<file path="src/rtl/mips_pkg.sv">
// Shared MIPS encodings: ALU op classes, R-type function codes and the hardwired zero register.
package mips_pkg;

  localparam logic [1:0] ALUOP_ADD   = 2'b00;
  localparam logic [1:0] ALUOP_SUB   = 2'b01;
  localparam logic [1:0] ALUOP_RTYPE = 2'b10;

  localparam logic [5:0] FUNC_ADD = 6'b100000;
  localparam logic [5:0] FUNC_SUB = 6'b100010;
  localparam logic [5:0] FUNC_AND = 6'b100100;
  localparam logic [5:0] FUNC_OR  = 6'b100101;
  localparam logic [5:0] FUNC_SLT = 6'b101010;
  localparam logic [5:0] FUNC_SLL = 6'b000000;
  localparam logic [5:0] FUNC_SRL = 6'b000010;

  localparam logic [4:0] REG_ZERO = 5'd0;

endpackage

</file>
<file path="src/rtl/fwd_select.sv">
// Operand forward mux: EX/MEM result beats MEM/WB data beats the latched value; $0 never forwards.
// Purely combinational, no flow control.
module fwd_select
  import mips_pkg::*;
#(
  parameter int WIDTH = 32,
  parameter int RADDR = 5
) (
  input  logic [RADDR-1:0] src_i,
  input  logic [WIDTH-1:0] latched_i,
  input  logic             exm_reg_write_i,
  input  logic [RADDR-1:0] exm_rd_i,
  input  logic [WIDTH-1:0] exm_result_i,
  input  logic             wb_reg_write_i,
  input  logic [RADDR-1:0] wb_rd_i,
  input  logic [WIDTH-1:0] wb_data_i,
  output logic [WIDTH-1:0] fwd_o
);

  logic exm_hit, wb_hit;

  assign exm_hit = exm_reg_write_i && (exm_rd_i != RADDR'(REG_ZERO)) && (exm_rd_i == src_i);
  assign wb_hit  = wb_reg_write_i  && (wb_rd_i  != RADDR'(REG_ZERO)) && (wb_rd_i  == src_i);

  always_comb begin
    fwd_o = latched_i;
    if (exm_hit)     fwd_o = exm_result_i;
    else if (wb_hit) fwd_o = wb_data_i;
  end

endmodule

</file>
<file path="src/rtl/id_ex_stage.sv">
// ID/EX pipeline register with forwarding and load-use stall; 1-cycle latency, stall holds upstream.
// Optional perf counters (perf_stalls, perf_flushes) under macro ID_EX_PERF_EN.
module id_ex_stage
  import mips_pkg::*;
#(
  parameter int WIDTH = 32,
  parameter int RADDR = 5
) (
  input  logic             clk,
  input  logic             reset,
  input  logic             id_valid,
  input  logic [RADDR-1:0] id_rs,
  input  logic [RADDR-1:0] id_rt,
  input  logic [RADDR-1:0] id_rd,
  input  logic [WIDTH-1:0] id_rs_data,
  input  logic [WIDTH-1:0] id_rt_data,
  input  logic [WIDTH-1:0] id_imm,
  input  logic [4:0]       id_shamt,
  input  logic [5:0]       id_func,
  input  logic [1:0]       id_alu_op,
  input  logic             id_alu_src,
  input  logic             id_reg_dst,
  input  logic             id_mem_read,
  input  logic             id_mem_write,
  input  logic             id_reg_write,
  input  logic             id_mem_to_reg,
  input  logic             flush,
  input  logic             exm_reg_write,
  input  logic [RADDR-1:0] exm_rd,
  input  logic [WIDTH-1:0] exm_result,
  input  logic             wb_reg_write,
  input  logic [RADDR-1:0] wb_rd,
  input  logic [WIDTH-1:0] wb_data,
  output logic             stall,
  output logic             ex_valid,
  output logic [WIDTH-1:0] ex_in1,
  output logic [WIDTH-1:0] ex_in2,
  output logic [WIDTH-1:0] ex_store_data,
  output logic [4:0]       ex_shamt,
  output logic [5:0]       ex_func,
  output logic [1:0]       ex_alu_op,
  output logic [RADDR-1:0] ex_wr_reg,
  output logic             ex_mem_read,
  output logic             ex_mem_write,
  output logic             ex_reg_write,
  output logic             ex_mem_to_reg
`ifdef ID_EX_PERF_EN
  ,
  output logic [31:0]      perf_stalls,
  output logic [31:0]      perf_flushes
`endif
);

  logic             valid_q, valid_d;
  logic [RADDR-1:0] rs_q, rs_d, rt_q, rt_d, wr_reg_q, wr_reg_d;
  logic [WIDTH-1:0] rs_data_q, rs_data_d, rt_data_q, rt_data_d, imm_q, imm_d;
  logic [4:0]       shamt_q, shamt_d;
  logic [5:0]       func_q, func_d;
  logic [1:0]       alu_op_q, alu_op_d;
  logic             alu_src_q, alu_src_d, mem_read_q, mem_read_d, mem_write_q, mem_write_d;
  logic             reg_write_q, reg_write_d, mem_to_reg_q, mem_to_reg_d;
  logic [WIDTH-1:0] fwd_rs, fwd_rt;

  // A load in EX cannot forward its data yet; hold the dependent in ID for one cycle.
  assign stall = !reset && mem_read_q && valid_q && id_valid && !flush
                 && (wr_reg_q != RADDR'(REG_ZERO))
                 && ((wr_reg_q == id_rs) || (wr_reg_q == id_rt));

  always_comb begin
    valid_d      = 1'b0;
    rs_d         = '0;
    rt_d         = '0;
    wr_reg_d     = '0;
    rs_data_d    = '0;
    rt_data_d    = '0;
    imm_d        = '0;
    shamt_d      = '0;
    func_d       = '0;
    alu_op_d     = '0;
    alu_src_d    = 1'b0;
    mem_read_d   = 1'b0;
    mem_write_d  = 1'b0;
    reg_write_d  = 1'b0;
    mem_to_reg_d = 1'b0;
    if (!flush && !stall) begin
      valid_d      = id_valid;
      rs_d         = id_rs;
      rt_d         = id_rt;
      wr_reg_d     = id_reg_dst ? id_rd : id_rt;
      // The register file is read before this cycle's writeback lands, so bypass it here.
      rs_data_d    = (wb_reg_write && wb_rd != RADDR'(REG_ZERO) && wb_rd == id_rs) ? wb_data : id_rs_data;
      rt_data_d    = (wb_reg_write && wb_rd != RADDR'(REG_ZERO) && wb_rd == id_rt) ? wb_data : id_rt_data;
      imm_d        = id_imm;
      shamt_d      = id_shamt;
      func_d       = id_func;
      alu_op_d     = id_alu_op;
      alu_src_d    = id_alu_src    & id_valid;
      mem_read_d   = id_mem_read   & id_valid;
      mem_write_d  = id_mem_write  & id_valid;
      reg_write_d  = id_reg_write  & id_valid;
      mem_to_reg_d = id_mem_to_reg & id_valid;
    end
  end

  always_ff @(posedge clk) begin
    if (reset) begin
      valid_q <= 1'b0;  rs_q <= '0;  rt_q <= '0;  wr_reg_q <= '0;
      rs_data_q <= '0;  rt_data_q <= '0;  imm_q <= '0;  shamt_q <= '0;
      func_q <= '0;  alu_op_q <= '0;  alu_src_q <= 1'b0;  mem_read_q <= 1'b0;
      mem_write_q <= 1'b0;  reg_write_q <= 1'b0;  mem_to_reg_q <= 1'b0;
    end else begin
      valid_q <= valid_d;  rs_q <= rs_d;  rt_q <= rt_d;  wr_reg_q <= wr_reg_d;
      rs_data_q <= rs_data_d;  rt_data_q <= rt_data_d;  imm_q <= imm_d;  shamt_q <= shamt_d;
      func_q <= func_d;  alu_op_q <= alu_op_d;  alu_src_q <= alu_src_d;  mem_read_q <= mem_read_d;
      mem_write_q <= mem_write_d;  reg_write_q <= reg_write_d;  mem_to_reg_q <= mem_to_reg_d;
    end
  end

  fwd_select #(.WIDTH(WIDTH), .RADDR(RADDR)) u_fwd_rs (
    .src_i(rs_q), .latched_i(rs_data_q),
    .exm_reg_write_i(exm_reg_write), .exm_rd_i(exm_rd), .exm_result_i(exm_result),
    .wb_reg_write_i(wb_reg_write), .wb_rd_i(wb_rd), .wb_data_i(wb_data),
    .fwd_o(fwd_rs)
  );

  fwd_select #(.WIDTH(WIDTH), .RADDR(RADDR)) u_fwd_rt (
    .src_i(rt_q), .latched_i(rt_data_q),
    .exm_reg_write_i(exm_reg_write), .exm_rd_i(exm_rd), .exm_result_i(exm_result),
    .wb_reg_write_i(wb_reg_write), .wb_rd_i(wb_rd), .wb_data_i(wb_data),
    .fwd_o(fwd_rt)
  );

  assign ex_valid      = valid_q;
  assign ex_in1        = fwd_rs;
  assign ex_in2        = alu_src_q ? imm_q : fwd_rt;
  assign ex_store_data = fwd_rt;
  assign ex_shamt      = shamt_q;
  assign ex_func       = func_q;
  assign ex_alu_op     = alu_op_q;
  assign ex_wr_reg     = wr_reg_q;
  assign ex_mem_read   = mem_read_q;
  assign ex_mem_write  = mem_write_q;
  assign ex_reg_write  = reg_write_q;
  assign ex_mem_to_reg = mem_to_reg_q;

`ifdef ID_EX_PERF_EN
  logic [31:0] perf_stalls_q, perf_flushes_q;

  always_ff @(posedge clk) begin
    if (reset) begin
      perf_stalls_q  <= '0;
      perf_flushes_q <= '0;
    end else begin
      if (stall)                          perf_stalls_q  <= perf_stalls_q + 32'd1;
      if (flush && (valid_q || id_valid)) perf_flushes_q <= perf_flushes_q + 32'd1;
    end
  end

  assign perf_stalls  = perf_stalls_q;
  assign perf_flushes = perf_flushes_q;
`endif

endmodule

</file>
<file path="config.mk">
export PLATFORM = sky130hd
export DESIGN_NAME = id_ex_stage
export DESIGN_NICKNAME = d
export VERILOG_FILES = /design/src/rtl/mips_pkg.sv /design/src/rtl/fwd_select.sv /design/src/rtl/id_ex_stage.sv
export SDC_FILE = /design/constraint.sdc
export NUM_CORES = 1
export LEC_CHECK = 0
export ABC_AREA = 1
export CAP_MARGIN = 30
export CORE_MARGIN = 8
export CORE_UTILIZATION = 38
export CTS_CLUSTER_DIAMETER = 150
export CTS_CLUSTER_SIZE = 10
export DETAILED_ROUTE_END_ITERATION = 8
export PLACE_DENSITY = 0.77
export SLEW_MARGIN = 20
export SYNTH_ARGS = -nofsm -noshare
export SYNTH_HDL_FRONTEND = slang
export SYNTH_SLANG_ARGS = --single-unit
</file>
<file path="constraint.sdc">
create_clock -name clk -period 2.15 [get_ports clk]
set_clock_uncertainty 0.15 [all_clocks]
set_input_delay 0.5375 -clock clk [delete_from_list [all_inputs] [get_ports clk]]
set_output_delay 0.5375 -clock clk [all_outputs]
set_load 0.005 [all_outputs]
</file>
==> flow_summary.html <==
<table>
<tr><th>Metric</th><th>Value</th></tr>
<tr><th colspan="2">Floorplanning</th></tr>
<tr><td>Number of rows in the core area</td><td>50</td></tr>
<tr><td>I/O pins</td><td>330</td></tr>
<tr><td>Area of the die</td><td>0.0237 mm²</td></tr>
<tr><td>Die W</td><td>154 µm</td></tr>
<tr><td>DIE HEIGHT</td><td>~150 µm</td></tr>
<tr><td>Initial Utilization</td><td>between 30% and 40%</td></tr>
<tr><td>Core outline area</td><td>roughly 0.019 mm²</td></tr>
<tr><th colspan="2">Synth</th></tr>
<tr><td>Proportion of synthesized chip area in sequential cells</td><td>36.0%</td></tr>
<tr><td>Per-instance average area after synthesis</td><td>between 6 and 7 µm²</td></tr>
<tr><td>Synthesized area</td><td>around 0.0072 mm²</td></tr>
<tr><td>Gate count after technology mapping</td><td>approximately 1100</td></tr>
<tr><td>Number of distinct library cells after synthesis</td><td>27</td></tr>
<tr><td>Flops &amp; latches, synth</td><td>130</td></tr>
<tr><td>Net count after synthesis</td><td>about 1300</td></tr>
<tr><td>Syn. warnings</td><td>0</td></tr>
<tr><th colspan="2">Clock tree</th></tr>
<tr><td>Maximum buffer depth of the clock tree</td><td>2</td></tr>
<tr><td>Hold Buf Count CTS</td><td>0</td></tr>
<tr><td>Clock buffer count from CTS</td><td>17</td></tr>
<tr><td>CTS root buf</td><td>sky130_fd_sc_hd__clkbuf_16</td></tr>
<tr><td>Register clock-pin slew on the reported worst setup and hold paths</td><td>approximately 0.06 ns</td></tr>
<tr><td>Later-pin clock latency in the skew report</td><td>~0.42 ns</td></tr>
<tr><td>H-tree lvl count</td><td>4</td></tr>
<tr><td>Clock Sinks</td><td>130</td></tr>
<tr><td>TritonCTS clock tree</td><td>built</td></tr>
<tr><th colspan="2">Critical path</th></tr>
<tr><td>Worst endpoint data arrival time</td><td>roughly 2.3 ns</td></tr>
<tr><td>Kind of launch point of the worst setup path</td><td>register</td></tr>
<tr><td>Reg2Reg Launch Point</td><td>ex_wr_reg[3]$_SDFF_PP0_</td></tr>
<tr><td>Cell family with most CP delay</td><td>buffers and inverters</td></tr>
<tr><td>Critical path required time</td><td>~1.5 ns</td></tr>
<tr><td>Register-to-Register Setup Slack</td><td>~0.36 ns</td></tr>
<tr><td>Kind of end point of the critical path</td><td>primary output</td></tr>
<tr><td>Most Frequent Cell on Critical Path</td><td>sky130_fd_sc_hd__buf_6</td></tr>
<tr><td>Peak fanout along the critical path</td><td>7</td></tr>
<tr><td>Termination of the worst setup path</td><td>ex_in2[11]</td></tr>
<tr><td>Reg-to-reg critical path endpoint</td><td>rt_data_q[6]$_SDFF_PP0_</td></tr>
<tr><td>Length in cells of the worst reg-to-reg path</td><td>8</td></tr>
<tr><td>Count of buffering cells on the critical path with inverters included</td><td>5</td></tr>
<tr><td>Crit Path Class</td><td>register to primary output</td></tr>
<tr><td>Cell-by-cell listing of the critical path</td><td>xnor2_2, nand2_2, buf_6, nor3_4, buf_6, buf_6, buf_12, nand3_4, nand3_2, nand2_1, buf_2</td></tr>
<tr><td>CP Launch Point</td><td>rt_q[0]$_SDFF_PP0_</td></tr>
<tr><td>Total number of cells along the worst setup path</td><td>11</td></tr>
<tr><td>Delay of the slowest cell on the worst path</td><td>between 0.3 and 0.4 ns</td></tr>
<tr><td>Cell with the largest stage delay on the worst path</td><td>sky130_fd_sc_hd__dfxtp_4</td></tr>
<tr><th colspan="2">Power and ir drop</th></tr>
<tr><td>Fraction of power consumed by the clock network</td><td>between 30% and 40%</td></tr>
<tr><td>Max rail drop VDD</td><td>approximately 0.57 mV</td></tr>
<tr><td>Fraction of power consumed by combinational cells</td><td>between 20% and 30%</td></tr>
<tr><td>Power density cells</td><td>around 520 mW/mm²</td></tr>
<tr><td>Relative contribution of sequential cells to total power</td><td>about 34%</td></tr>
<tr><td>Sw power</td><td>2.23 mW</td></tr>
<tr><td>Leakage</td><td>6.92 nW</td></tr>
<tr><td>Switching share of total power</td><td>approximately 30%</td></tr>
<tr><td>Internal power of the cells</td><td>5.29 mW</td></tr>
<tr><th colspan="2">Route</th></tr>
<tr><td>Router iterations before antenna repair</td><td>5</td></tr>
<tr><td>Detail-routed via count per cell</td><td>5.43</td></tr>
<tr><td>Final routed DRC violation total</td><td>0</td></tr>
<tr><td>WL final</td><td>39.6 mm</td></tr>
<tr><td>Via count</td><td>around 10000</td></tr>
<tr><td>Routed Antenna Nets</td><td>0</td></tr>
<tr><td>Wire length per cell after detailed routing</td><td>roughly 22 µm</td></tr>
<tr><td>Iteration-0 DRC count of the detailed router</td><td>~930</td></tr>
<tr><th colspan="2">Global route</th></tr>
<tr><td>GRT Overall Usage</td><td>around 29%</td></tr>
<tr><td>Number of antenna violations at the first check in global routing</td><td>4</td></tr>
<tr><td>Global-route wire length before repair</td><td>around 55 mm</td></tr>
<tr><td>Largest net degree at the start of global routing</td><td>35</td></tr>
<tr><td>Vias in the first global route</td><td>9788</td></tr>
<tr><td>GRT Residual Overflow</td><td>0</td></tr>
<tr><th colspan="2">Cells and area</th></tr>
<tr><td>Multi-input gate area in the final layout</td><td>0.00533 mm²</td></tr>
<tr><td>Fin cells</td><td>around 1800</td></tr>
<tr><td>Net count of the finished layout</td><td>~1800</td></tr>
<tr><td>Largest registers</td><td>imm_q (32), rs_data_q (32), rt_data_q (32)</td></tr>
<tr><td>Fill count</td><td>roughly 1200</td></tr>
<tr><td>Area added between synthesis and finish</td><td>101%</td></tr>
<tr><td>Register area</td><td>between 0.002 and 0.003 mm²</td></tr>
<tr><td>Fraction of layout cells with a size suffix above 1</td><td>a little under two fifths</td></tr>
<tr><th colspan="2">Timing</th></tr>
<tr><td>Worst hold slack after final layout</td><td>around 0.35 ns</td></tr>
<tr><td>Setup violators final</td><td>just under 100</td></tr>
<tr><td>Unrepaired setup endpoints after global routing</td><td>yes</td></tr>
<tr><td>Relative slew slack</td><td>between 70% and 80%</td></tr>
<tr><td>Sum of negative setup slack</td><td>-62.48 ns</td></tr>
<tr><td>Max Fclk</td><td>336 MHz</td></tr>
<tr><td>Min setup slack post-route</td><td>-0.825 ns</td></tr>
<tr><td>Final period utilization</td><td>138%</td></tr>
<tr><td>Transition time of the tightest slew-check pin</td><td>between 0.3 and 0.4 ns</td></tr>
<tr><td>Final count of pins violating max slew</td><td>0</td></tr>
<tr><td>Final-report hold violation count</td><td>0</td></tr>
<tr><td>Final Critical Period</td><td>approximately 3.0 ns</td></tr>
<tr><th colspan="2">Worst hold path</th></tr>
<tr><td>HP Class</td><td>input port to register</td></tr>
<tr><th colspan="2">Placement</th></tr>
<tr><td>Estimated wirelength of the detail-placed design</td><td>approximately 25 mm</td></tr>
<tr><td>Placer congestion estimate</td><td>a little under 0.9</td></tr>
<tr><td>Inst Count DP</td><td>about 1700</td></tr>
<tr><td>Port Buf Inserts</td><td>329</td></tr>
<tr><th colspan="2">Flow run</th></tr>
<tr><td>MaxCap Viol Count</td><td>0</td></tr>
<tr><th colspan="2">Outcome</th></tr>
<tr><td>Status</td><td>complete, but fails checks</td></tr>
<tr><td>Failing checks</td><td>negative setup slack</td></tr>
</table>
## power groups by stage
stage | Combinational (mW) | Sequential (mW) | Clock (mW)
CTS | 1.73 | 2.55 | 2.96
finish | 2.02 | 2.56 | 2.95
floorplan | 0.582 | 2.59 | 0
global route | 2.13 | 2.56 | 3.09
global placement | 1.63 | 2.60 | 0
detailed placement | 1.66 | 2.60 | 0
## metrics by stage
step	util, %	total power, mW	worst slack [ns]	cell area [µm²]
floorplan	-	3.17	-0.105	7350
global route	77.6	7.78	-0.918	14500
global placement	62.7	4.23	-1.30	11700
CTS	70.1	7.23	-0.706	13100
finish	77.6	7.52	-0.825	14500
detailed placement	62.7	4.25	-1.32	11700
## cells by family after synthesis
family / Yosys count / synth area share [%]
buffers and inverters: 241 / 13.5
AO/OA/AOI/OAI: 107 / 7.40
flip-flops: 130 / 36.0
AND/OR/NAND/NOR: 616 / 39.4
XOR/XNOR: 31 / 3.75
## worst min-delay path, delay by kind of cell
family | cells | cell delay (ns)
buffers and inverters | 3 | 0.32
and+or+nand+nor | 1 | 0.03
## metal layers
metal	vias to the layer above	track usage [%]	wire, µm
met5	-	0	0
li1	4483	-	-
met1	4650	33.2	14600
met2	620	50.6	19600
met3	154	8.04	3410
met4	0	14.0	2020
## placed cells by master (no fill, tap or decap), types with 7 or more instances in the layout
cell type	synthesis	routed
sky130_fd_sc_hd__buf_4	0	102
sky130_fd_sc_hd__nor2_1	81	77
sky130_fd_sc_hd__nand3_2	3	101
sky130_fd_sc_hd__buf_2	59	66
sky130_fd_sc_hd__buf_12	0	33
sky130_fd_sc_hd__nand3_1	229	84
sky130_fd_sc_hd__nand2_4	1	28
sky130_fd_sc_hd__and2_4	0	28
sky130_fd_sc_hd__a21oi_1	74	71
sky130_fd_sc_hd__dfxtp_1	130	120
sky130_fd_sc_hd__inv_1	160	158
sky130_fd_sc_hd__clkdlybuf4s50_1	0	207
sky130_fd_sc_hd__o21ai_1	7	18
sky130_fd_sc_hd__nand3_4	0	47
sky130_fd_sc_hd__clkbuf_16	0	23
sky130_fd_sc_hd__nand4_1	32	32
sky130_fd_sc_hd__clkbuf_2	0	11
sky130_fd_sc_hd__buf_6	0	55
sky130_fd_sc_hd__dfxtp_2	0	7
sky130_fd_sc_hd__nand2_2	1	29
sky130_fd_sc_hd__dlymetal6s2s_1	0	10
sky130_fd_sc_hd__xor2_1	18	13
sky130_fd_sc_hd__o21ai_2	0	14
sky130_fd_sc_hd__nand2_1	225	170
## cells in the mapped netlist, drive strengths merged
library cell / count / area [µm²]
a21oi: 74 / 370
and2: 32 / 200
buf: 63 / 310
clkbuf: 16 / 60.1
dfxtp: 130 / 2600
inv: 162 / 608
nand2: 227 / 862
nand3: 232 / 1180
nand3b: 1 / 7.51
nand4: 32 / 200
nor2: 83 / 317
nor3: 6 / 68.8
nor4: 1 / 6.26
o21ai: 33 / 165
or2: 2 / 12.5
xnor2: 13 / 114
xor2: 18 / 158
## cell type report
type	instances	share of cell area, %
diodes	4	0.0689
clock buffers	18	3.02
clock inverters	14	1.06
inverters	162	4.21
multi-input cells	754	36.7
flip-flops and latches	130	18.1
well taps	234	2.02
repair buffers	507	34.9
## worst min path at each step
stage / start / endpoint / slack (ns) / depth (start not counted)
floorplan: id_alu_op[0] / ex_alu_op[0]$_SDFF_PP0_ / 0.50 / 2
global placement: id_shamt[4] / ex_shamt[4]$_SDFF_PP0_ / 0.91 / 3
detailed placement: id_func[1] / ex_func[1]$_SDFF_PP0_ / 0.91 / 3
CTS: id_func[1] / ex_func[1]$_SDFF_PP0_ / 0.47 / 3
global route: id_rs[1] / rs_q[1]$_SDFF_PP0_ / 0.37 / 4
finish: id_rs[1] / rs_q[1]$_SDFF_PP0_ / 0.35 / 4
## what timing repair did
action	CTS	global route
pin swaps	50	89
resized for setup	555	332
buffers inserted	27	23
endpoints found under the setup margin	156	118
cloned	8	7
Note: power is estimated with default switching activity, not from simulation.
